**config.mk**
```make
export PLATFORM = sky130hd
export DESIGN_NAME = seq_mul_su
export DESIGN_NICKNAME = d
export VERILOG_FILES = /design/src/rtl/seq_mul_pkg.sv /design/src/rtl/mul_row_su.sv /design/src/rtl/seq_mul_su.sv
export SDC_FILE = /design/constraint.sdc
export NUM_CORES = 1
export LEC_CHECK = 0
export BUFFER_PORTS_ARGS = -buffer_cell sky130_fd_sc_hd__buf_2
export CAP_MARGIN = 20
export CELL_PAD_IN_SITES_DETAIL_PLACEMENT = 2
export CELL_PAD_IN_SITES_GLOBAL_PLACEMENT = 2
export CORE_UTILIZATION = 40
export CTS_BUF_LIST = sky130_fd_sc_hd__clkbuf_8
export DETAILED_ROUTE_END_ITERATION = 10
export PLACE_DENSITY = 0.93
export RECOVER_POWER = 25
export SLEW_MARGIN = 20
export SYNTH_ARGS = -nofsm -noshare
export SYNTH_HDL_FRONTEND = slang
export SYNTH_SLANG_ARGS = --single-unit
```
**constraint.sdc**
```tcl
create_clock -name clk -period 7.85 [get_ports clk]
set_input_delay 0.785 -clock clk [delete_from_list [all_inputs] [get_ports clk]]
set_output_delay 0.785 -clock clk [all_outputs]
set_load 0.05 [all_outputs]
```
**src/rtl/seq_mul_pkg.sv**
```systemverilog
// Shared types and elaboration helpers for the iterative radix-4 multiplier.
//   state_t : controller states (IDLE, RUN, DONE)
//   clog2   : ceiling log2, used to size the digit counter
//   digits  : number of 2-bit multiplier digits for a W-bit operand
package seq_mul_pkg;

  typedef enum logic [1:0] {
    IDLE = 2'd0,
    RUN  = 2'd1,
    DONE = 2'd2
  } state_t;

  function automatic int unsigned clog2(input int unsigned value);
    int unsigned r;
    r = 0;
    for (int unsigned i = 0; i < 32; i++) begin
      if ((64'(1) << i) < 64'(value)) r = i + 1;
    end
    return r;
  endfunction

  function automatic int unsigned digits(input int unsigned w);
    return w / 2;
  endfunction

endpackage

```
**src/rtl/mul_row_su.sv**
```systemverilog
// Radix-4 row generator: multiplies the multiplicand by one unsigned 2-bit
// digit and returns the result extended to 2W bits.
//   s        : multiplicand, W bits
//   s_signed : 1 = s is two's complement, 0 = s is unsigned
//   d        : multiplier digit, 0..3
//   row      : s*d, 2W bits (mod 2^2W)
module mul_row_su #(
  parameter int unsigned W = 4
) (
  input  logic [W-1:0]   s,
  input  logic           s_signed,
  input  logic [1:0]     d,
  output logic [2*W-1:0] row
);

  logic [2*W-1:0] s1;
  logic [2*W-1:0] s2;
  logic [2*W-1:0] s3;

  always_comb begin
    s1 = {{W{s_signed & s[W-1]}}, s};
    s2 = s1 << 1;
    s3 = s2 + s1;
    case (d)
      2'd0:    row = '0;
      2'd1:    row = s1;
      2'd2:    row = s2;
      default: row = s3;
    endcase
  end

endmodule

```
**src/rtl/seq_mul_su.sv**
```systemverilog
// Iterative radix-4 multiplier: (signed or unsigned) s times unsigned u,
// exact 2W-bit product, one multiplier digit retired per RUN cycle.
//   clk, rst             : clock (rising edge), async active-high reset
//   in_valid / in_ready  : operand handshake (accept only in IDLE)
//   s, u, s_signed       : operands and per-op signedness of s
//   abort                : cancels an operation in RUN
//   out_valid / out_ready: product handshake (held in DONE until taken)
//   product              : 2W-bit result
//   busy                 : controller not in IDLE
module seq_mul_su
  import seq_mul_pkg::*;
#(
  parameter int unsigned W          = 4,
  parameter int unsigned EARLY_TERM = 0
) (
  input  logic           clk,
  input  logic           rst,
  input  logic           in_valid,
  output logic           in_ready,
  input  logic [W-1:0]   s,
  input  logic [W-1:0]   u,
  input  logic           s_signed,
  input  logic           abort,
  output logic           out_valid,
  input  logic           out_ready,
  output logic [2*W-1:0] product,
  output logic           busy
);

  localparam int unsigned NDIG = digits(W);
  localparam int unsigned CW   = clog2(NDIG) + 1;

  state_t         state;
  state_t         state_next;

  logic [W-1:0]   s_reg;
  logic           s_signed_reg;
  logic [W-1:0]   u_sh;
  logic [2*W-1:0] acc;
  logic [CW-1:0]  cnt;

  logic [2*W-1:0] row;
  logic [CW:0]    shamt;
  logic [2*W-1:0] acc_next;
  logic           last_digit;

  logic           accept;
  logic           step;
  logic           finish;
  logic           drain;

  mul_row_su #(.W(W)) u_row (
    .s        (s_reg),
    .s_signed (s_signed_reg),
    .d        (u_sh[1:0]),
    .row      (row)
  );

  // u_sh is shifted right each step, so the current digit is always in bits
  // [1:0] and the still-unprocessed digits sit in [W-1:2].
  always_comb begin
    shamt      = {cnt, 1'b0};
    acc_next   = acc + (row << shamt);
    last_digit = (cnt == CW'(NDIG - 1)) ||
                 ((EARLY_TERM != 0) && (u_sh[W-1:2] == '0));
  end

  always_ff @(posedge clk or posedge rst) begin
    if (rst) state <= IDLE;
    else     state <= state_next;
  end

  always_comb begin
    state_next = state;
    accept     = 1'b0;
    step       = 1'b0;
    finish     = 1'b0;
    drain      = 1'b0;
    case (state)
      IDLE: begin
        if (in_valid && !abort) begin
          accept     = 1'b1;
          state_next = RUN;
        end
      end
      RUN: begin
        if (abort) begin
          state_next = IDLE;
        end else begin
          step = 1'b1;
          if (last_digit) begin
            finish     = 1'b1;
            state_next = DONE;
          end
        end
      end
      DONE: begin
        if (out_ready) begin
          drain      = 1'b1;
          state_next = IDLE;
        end
      end
      default: state_next = IDLE;
    endcase
  end

  always_ff @(posedge clk or posedge rst) begin
    if (rst) begin
      s_reg        <= '0;
      s_signed_reg <= 1'b0;
      u_sh         <= '0;
      acc          <= '0;
      cnt          <= '0;
      product      <= '0;
      out_valid    <= 1'b0;
    end else begin
      if (accept) begin
        s_reg        <= s;
        s_signed_reg <= s_signed;
        u_sh         <= u;
        acc          <= '0;
        cnt          <= '0;
      end
      if (step) begin
        acc  <= acc_next;
        cnt  <= cnt + CW'(1);
        u_sh <= u_sh >> 2;
      end
      if (finish) begin
        product   <= acc_next;
        out_valid <= 1'b1;
      end
      if (drain) begin
        out_valid <= 1'b0;
      end
    end
  end

  // in_ready is gated by rst so no handshake completes while reset is held.
  assign in_ready = (state == IDLE) && !rst;
  assign busy     = (state != IDLE);

endmodule

```
## Yosys cells after proc, flatten, opt, wreduce, memory -nomap -nowiden

Cells that the tools add are included.

| cells by class | value |
|---|---|
| $add $sub $neg | 3 |
| equality and inequality tests | 8 |
| shift-type cells | 1 |
| multiplexer cells | 23 |
| bitwise gates (word level) | 1 |
| reductions and logical operators | 10 |

Operators by type and width:

| operator | number |
|---|---|
| one-hot mux 8 bit (3 select lines) | 1 |
| 2-to-1 mux 8 bit | 2 |
| 2-to-1 mux 2 bit | 6 |
| 2-to-1 mux 1 bit | 11 |
| adder 8 bit | 1 |
| 2-to-1 mux 4 bit | 2 |
| << shifter 8 x 3 -> 8 bit | 1 |
| adder 6 x 5 -> 7 bit | 1 |
| == test 2 x 1 -> 1 bit, second input constant | 3 |
| one-hot mux 2 bit (3 select lines) | 1 |
| nonzero test 2 bit | 3 |
| == test 2 bit, second input constant | 2 |
| logical NOT 2 bit | 2 |
| inequality test 2 bit, second input constant | 2 |
| inequality test 3 bit, second input constant | 1 |
| AND reduction 3 bit | 1 |
| adder 2 x 1 -> 2 bit, second input constant | 1 |
| logical AND 1 bit | 2 |
| logical NOT 1 bit | 2 |
| bitwise AND 1 bit | 1 |

| word-level totals | value |
|---|---|
| flip-flop bits (word level) | 30 |
| logic and storage cells | 54 |

## Depth between registers and ports, before layout

| depth | value |
|---|---|
| word-level depth | 6 |
| gate-level depth with buffers | 14 |
| gate-level depth less buffers | 14 |

## Hierarchy

From an unflattened synthesis, not the netlist that was laid out.

| second synthesis, totals | value |
|---|---|
| cells, all modules | 176 |
| area total of the unflattened synthesis | 1818.0 um2 |

Modules (own cells, without submodules):

| module | instances | cells each | area each (um2) | seq. area each (um2) |
|---|---|---|---|---|
| seq_mul_su | 1 | 144 | 1554.0 | 750.7 |
| mul_row_su | 1 | 32 | 264.0 | 0.0 |

## Least setup slack after synthesis

No wires, ideal clock.

| timing path | value |
|---|---|
| path kind | register to register |
| start point | register s_reg[0] |
| end point | register product[7] |
| library setup time | 77 ps |
| arrival time | 3142 ps |
| required time | 7773 ps |
| slack | 4631 ps |
| cell stages (with the launch flop) | 15 |
| buffers on the path | 0 |
| cells stage by stage | dfrtp_1 > ha_1 > inv_1 > fa_1 > a21oi_1 > a22oi_1 > mux2_2 > nor2_1 > ha_1 > o21ai_1 > nor2_1 > or4_1 > a31oi_1 > xnor3_1 > o21ai_1 |

| between the ends | value |
|---|---|
| word-level cells in the longest chain between the ends | 4 |

Ends and longest elaborated chain:

| what | line | source |
|---|---|---|
| start: declaration | seq_mul_su.sv:36 | `logic [W-1:0] s_reg;` |
| start signal: assignment | seq_mul_su.sv:118 | `s_reg <= s;` |
| adder 6 x 5 -> 7 bit | mul_row_su.sv:23 | `s3 = s2 + s1;` |
| one-hot mux 8 bit (3 select lines) * | mul_row_su.sv:24 | `case (d)` |
| << shifter 8 x 3 -> 8 bit * | seq_mul_su.sv:63 | `acc_next = acc + (row << shamt);` |
| adder 8 bit * | seq_mul_su.sv:63 |  |
| end signal: assignment | seq_mul_su.sv:130 | `product <= acc_next;` |
| end: declaration | seq_mul_su.sv:26 | `output logic [2*W-1:0] product,` |

Every way passes the cells marked *; elsewhere a longest branch is shown, timed or not.
A chain may end at the register's enable or synchronous reset.

## Final worst setup path

| timing path | value |
|---|---|
| start point | register s_reg[0] |
| end point | register acc[7] |

| between the ends | value |
|---|---|
| word-level cells in the longest chain between the ends | 5 |

Ends and longest elaborated chain:

| what | line | source |
|---|---|---|
| adder 6 x 5 -> 7 bit | mul_row_su.sv:23 |  |
| one-hot mux 8 bit (3 select lines) * | mul_row_su.sv:24 |  |
| << shifter 8 x 3 -> 8 bit * | seq_mul_su.sv:63 |  |
| adder 8 bit * | seq_mul_su.sv:63 |  |
| 2-to-1 mux 8 bit * | seq_mul_su.sv:124 | `if (step) begin` |
| end signal: assignment | seq_mul_su.sv:125 | `acc <= acc_next;` |
| end: declaration | seq_mul_su.sv:39 | `logic [2*W-1:0] acc;` |

Marks and branches as above.

==> metrics.sh <==
STATUS='completed'
FINALSETUPVIOLCOUNT=0
SYN2LAYOUT_AREA_GROWTH_PCT=14.5
PERIOD_NEEDED_NS=3.96
TIMING.CRITICAL_PATH.TO_TYPE='flip-flop'
FIRST_GLOBAL_VIAS=1884
POWER.DENSITY_CELL_AREA_nW_PER_UM2=463
CAP_VIOL_MAX_COUNT=0
FINISH.CELL_COUNT_WITHOUT_FILLERS=267
GLOBALROUTEOVERFLOWTOTAL=0
TOTAL_LEAKAGE_POWER_nW=1.01
MAPPEDNETLISTAREA_UM2=1820
CLOCK_INSERTION_DELAY_WORST_SKEW_NS=0.28
LAYOUT_TOP_REGISTERS='acc x8, product x8'
FIN_AREA_UM2=2080
REGISTER_AREA_SHARE_AFTER_SYNTHESIS=0.413
SETUP_TNS_NS=0
CLKSLEWWORSTSETUPHOLDPATHS_NS=0.07
CLKSINKCOUNT=30
CRIT_FAMILY='adder cells'
POSTCTSSETUPREPAIRBUFS=0
SYNTH_NETS=216
SYNTHDOMINANTAREACELLTYPE='dfrtp_1'
SYNTHESIS.YOSYS.WARNINGS=0
DRTANTENNAVIOLNETS=0
STARTING_UTILIZATION_OF_THE_CORE_AREA=0.418
SYNTH_FF_TYPE='dfrtp_1'
TIMING.MAX_SLEW.REL_SLACK=0.224
TIMING_WORST_SETUP_PATH_TYPE='flip-flop to flip-flop'
FP.DIEW_UM=69.4
BIGGEST_AREA_CONTRIBUTORS_IN_THE_SYNTHESIZED_NETLIST='dfrtp_1, ha_1, nand2_1'
CRITICAL_PATH.MAX_STAGE_DELAY_NS=0.44
DETAILEDROUTE.FIRSTITERATIONVIOLATIONS=53
POST_DP_CELL_AREA_UM2=1990
ROW_COUNT=24
AVGSYNTHCELLAREA_UM2=9.67
POSTCTSRESIZEDCELLS=0
POSTSYNTHREGISTERBITS=30
DP_HPWL_UM=4380
HOLD_VIOL=0
CP-START-KIND='flip-flop'
DATA_REQUIRED_CRITICAL_PATH_NS=8.05
CTS_MAX_PATH_BUFFERS=2
POST_ROUTE_CELLS_DRIVE_ABOVE_1_SHARE=0.195
R2R_SLACK_NS=3.89
SYNTH_EDF_COUNT=0
YOSYS.AREA.TOP_TYPE_SHARE=0.413
IOS=25
HOLDWS_NS=0.491
GRT_ANTENNA_BEFORE_REPAIR=0
TRITONCTS='done'
POSTSYNTHCELLCOUNT=188
YOSYS.CELL_TYPES.COUNT=41
TIMING.CRITICAL_PATH.ARRIVAL_NS=4.16
PLACEDCELLCOUNT=259
GP_ROUTABILITY_CONGESTION=0.855
CORE_REGION_AREA_UM2=4350
WORST_PATH_CELL_WITH_THE_LONGEST_STAGE_DELAY='dfrtp_1'
WL_PER_CELL_UM=24.5
ANTENNA_CELLS_INSERTED=0
SLEW_VIOL_FINAL=0
DIEHEIGHT_UM=69.4
FILLCELLCOUNT=460
DIE_AREA_UM2=4820
TRACK_USAGE=0.291
HTREE_NUM_LEVELS=2
ROUTE.DETAILED.VIAS_PER_INST=5.97
DESIGN.FINAL.NETS=242
DRC=0
ROUTED_WIRELENGTH_UM=6530
PLACE.PORT_BUFFERS=24
CTS_HOLD_REPAIR.BUFFERS=0
CRIT_FANOUT=4
DETAILEDROUTE.FIRSTPASSITERATIONCOUNT=4
ASYNCSETRESETFLOPFRACSYNTH=1.00
CRITICAL_PATH_BUF_INV_COUNT=1
NUMBER_OF_BUFFERS_CREATED_BY_CTS=5
WIRE_LENGTH_OF_THE_FIRST_GLOBAL_ROUTING_PASS_UM=10500
VDD.IR_DROP.WORST_V=0.000212
GRT_START_MAX_NET_PINS=31
VIAS=1595
HP-CLASS='flip-flop to flip-flop'
FINAL.PERIOD_UTILIZATION=0.505
CTSROOTBUFFERMASTER='clkbuf_8'
CP_CELL_SEQUENCE='ha_1 > inv_1 > fa_1 > a21oi_1 > a22oi_1 > mux2_2 > nor2_1 > ha_1 > o21ai_1 > nor2_1 > or4_1 > a31oi_1 > xnor3_1 > o21ai_1'
TIGHTEST_SLEW_NS=1.16
FINALCOREUTILIZATION=0.478
GRT_SETUP_UNREPAIRED='false'
MAX_FREQ_MHz=252
CLOCK-SKEW-FINAL_NS=0.00671
==> cells in the final DEF, fill, tap and decap left out, types with 2 or more instances in the layout <==
master,instances
a22o_1,6
o21ai_1,6
nand2b_1,2
xnor2_1,2
clkbuf_8,6
o21a_1,2
fa_1,2
mux2_2,6
mux2_1,4
inv_1,12
dfrtp_1,30
nor2b_1,4
nand2_1,19
a21oi_1,10
a31oi_1,3
o31ai_1,3
a211oi_1,3
or2_1,2
ha_1,12
a22oi_1,2
buf_4,2
nor3b_1,2
buf_2,24
mux2i_1,4
nor3_1,4
nor2_1,14
o21ai_0,13
==> cells in the mapped netlist, drive strengths merged (2+ instances only) <==
master	count
nor3b	2
xnor2	2
a31oi	3
nor2b	4
nand2	19
mux2i	4
nor2	14
nor3	4
or2	2
dfrtp	30
a22o	6
inv	11
ha	12
o31ai	3
nand2b	3
o21ai	19
a22oi	2
a21oi	10
mux2	10
o21a	2
fa	2
clkbuf	6
a211oi	4
a21o	2
==> final cells by class <==
class / instances / area (um^2) / area share
clock buffers: 6 / 82.6 / 0.0397
multi-input cells: 140 / 998 / 0.480
inverters: 11 / 41.3 / 0.0198
flip-flops and latches: 30 / 751 / 0.361
clock inverters: 2 / 8.76 / 0.00421
well taps: 52 / 65.1 / 0.0312
repair buffers: 26 / 135 / 0.0649
==> final timing paths <==
| check | from | end | depth (start not counted) |
|---|---|---|---|
| min in group asynchronous | rst | u_sh[3] | 2 |
| hold reg to reg | product[3] | product[3] | 1 |
| hold / removal | product[3] | product[3] | 1 |
| setup reg to reg | s_reg[0] | acc[7] | 14 |
| max in group asynchronous | rst | acc[6] | 2 |
| setup / recovery | s_reg[0] | acc[7] | 14 |
==> through the flow <==
stage	setup slack [ns]	power (mW)
global route	3.70	1.02
detailed placement	4.14	0.800
finish	3.89	0.964
floorplan	4.63	0.643
CTS	3.89	0.965
global placement	4.48	0.737
==> cells by family (layout without fill, tap and decap cells) <==
group	count (synthesis)	after routing	synth area share
buf+inv	18	45	0.0378
xor+xnor	4	4	0.0268
simple gates	52	52	0.134
mux	14	14	0.0840
compound gates	56	56	0.200
flops	30	30	0.413
fa+ha+maj	14	14	0.105
==> metal layers <==
layer / wire [um] / vias to the layer above / global-route usage / part of all wire
li1: - / 724 / - / -
met1: 2650 / 814 / 0.327 / 0.41
met2: 3530 / 39 / 0.536 / 0.54
met3: 166 / 18 / 0.0567 / 0.025
met4: 176 / 0 / 0.111 / 0.027
met5: 0 / - / 0 / 0
==> power breakdown <==
| part | leakage, nW | internal, mW | switching, mW | total [mW] |
|---|---|---|---|---|
| combinational | 0.572 | 0.194 | 0.346 | 0.540 |
| sequential | 0.388 | 0.210 | 0.0834 | 0.293 |
| clock | 0.0524 | 0.0694 | 0.0610 | 0.130 |
| total | 1.01 | 0.474 | 0.490 | 0.964 |
==> worst reg2reg max path, stage by stage, from the launching register on <==
cell	delay (ns)
dfrtp_1	0.44
ha_1	0.26
inv_1	0.10
fa_1	0.43
a21oi_1	0.17
a22oi_1	0.12
mux2_2	0.33
nor2_1	0.14
ha_1	0.30
o21ai_1	0.20
nor2_1	0.09
or4_1	0.43
a31oi_1	0.28
xnor3_1	0.42
o21ai_1	0.17
Note: power is estimated with default switching activity, not from simulation.
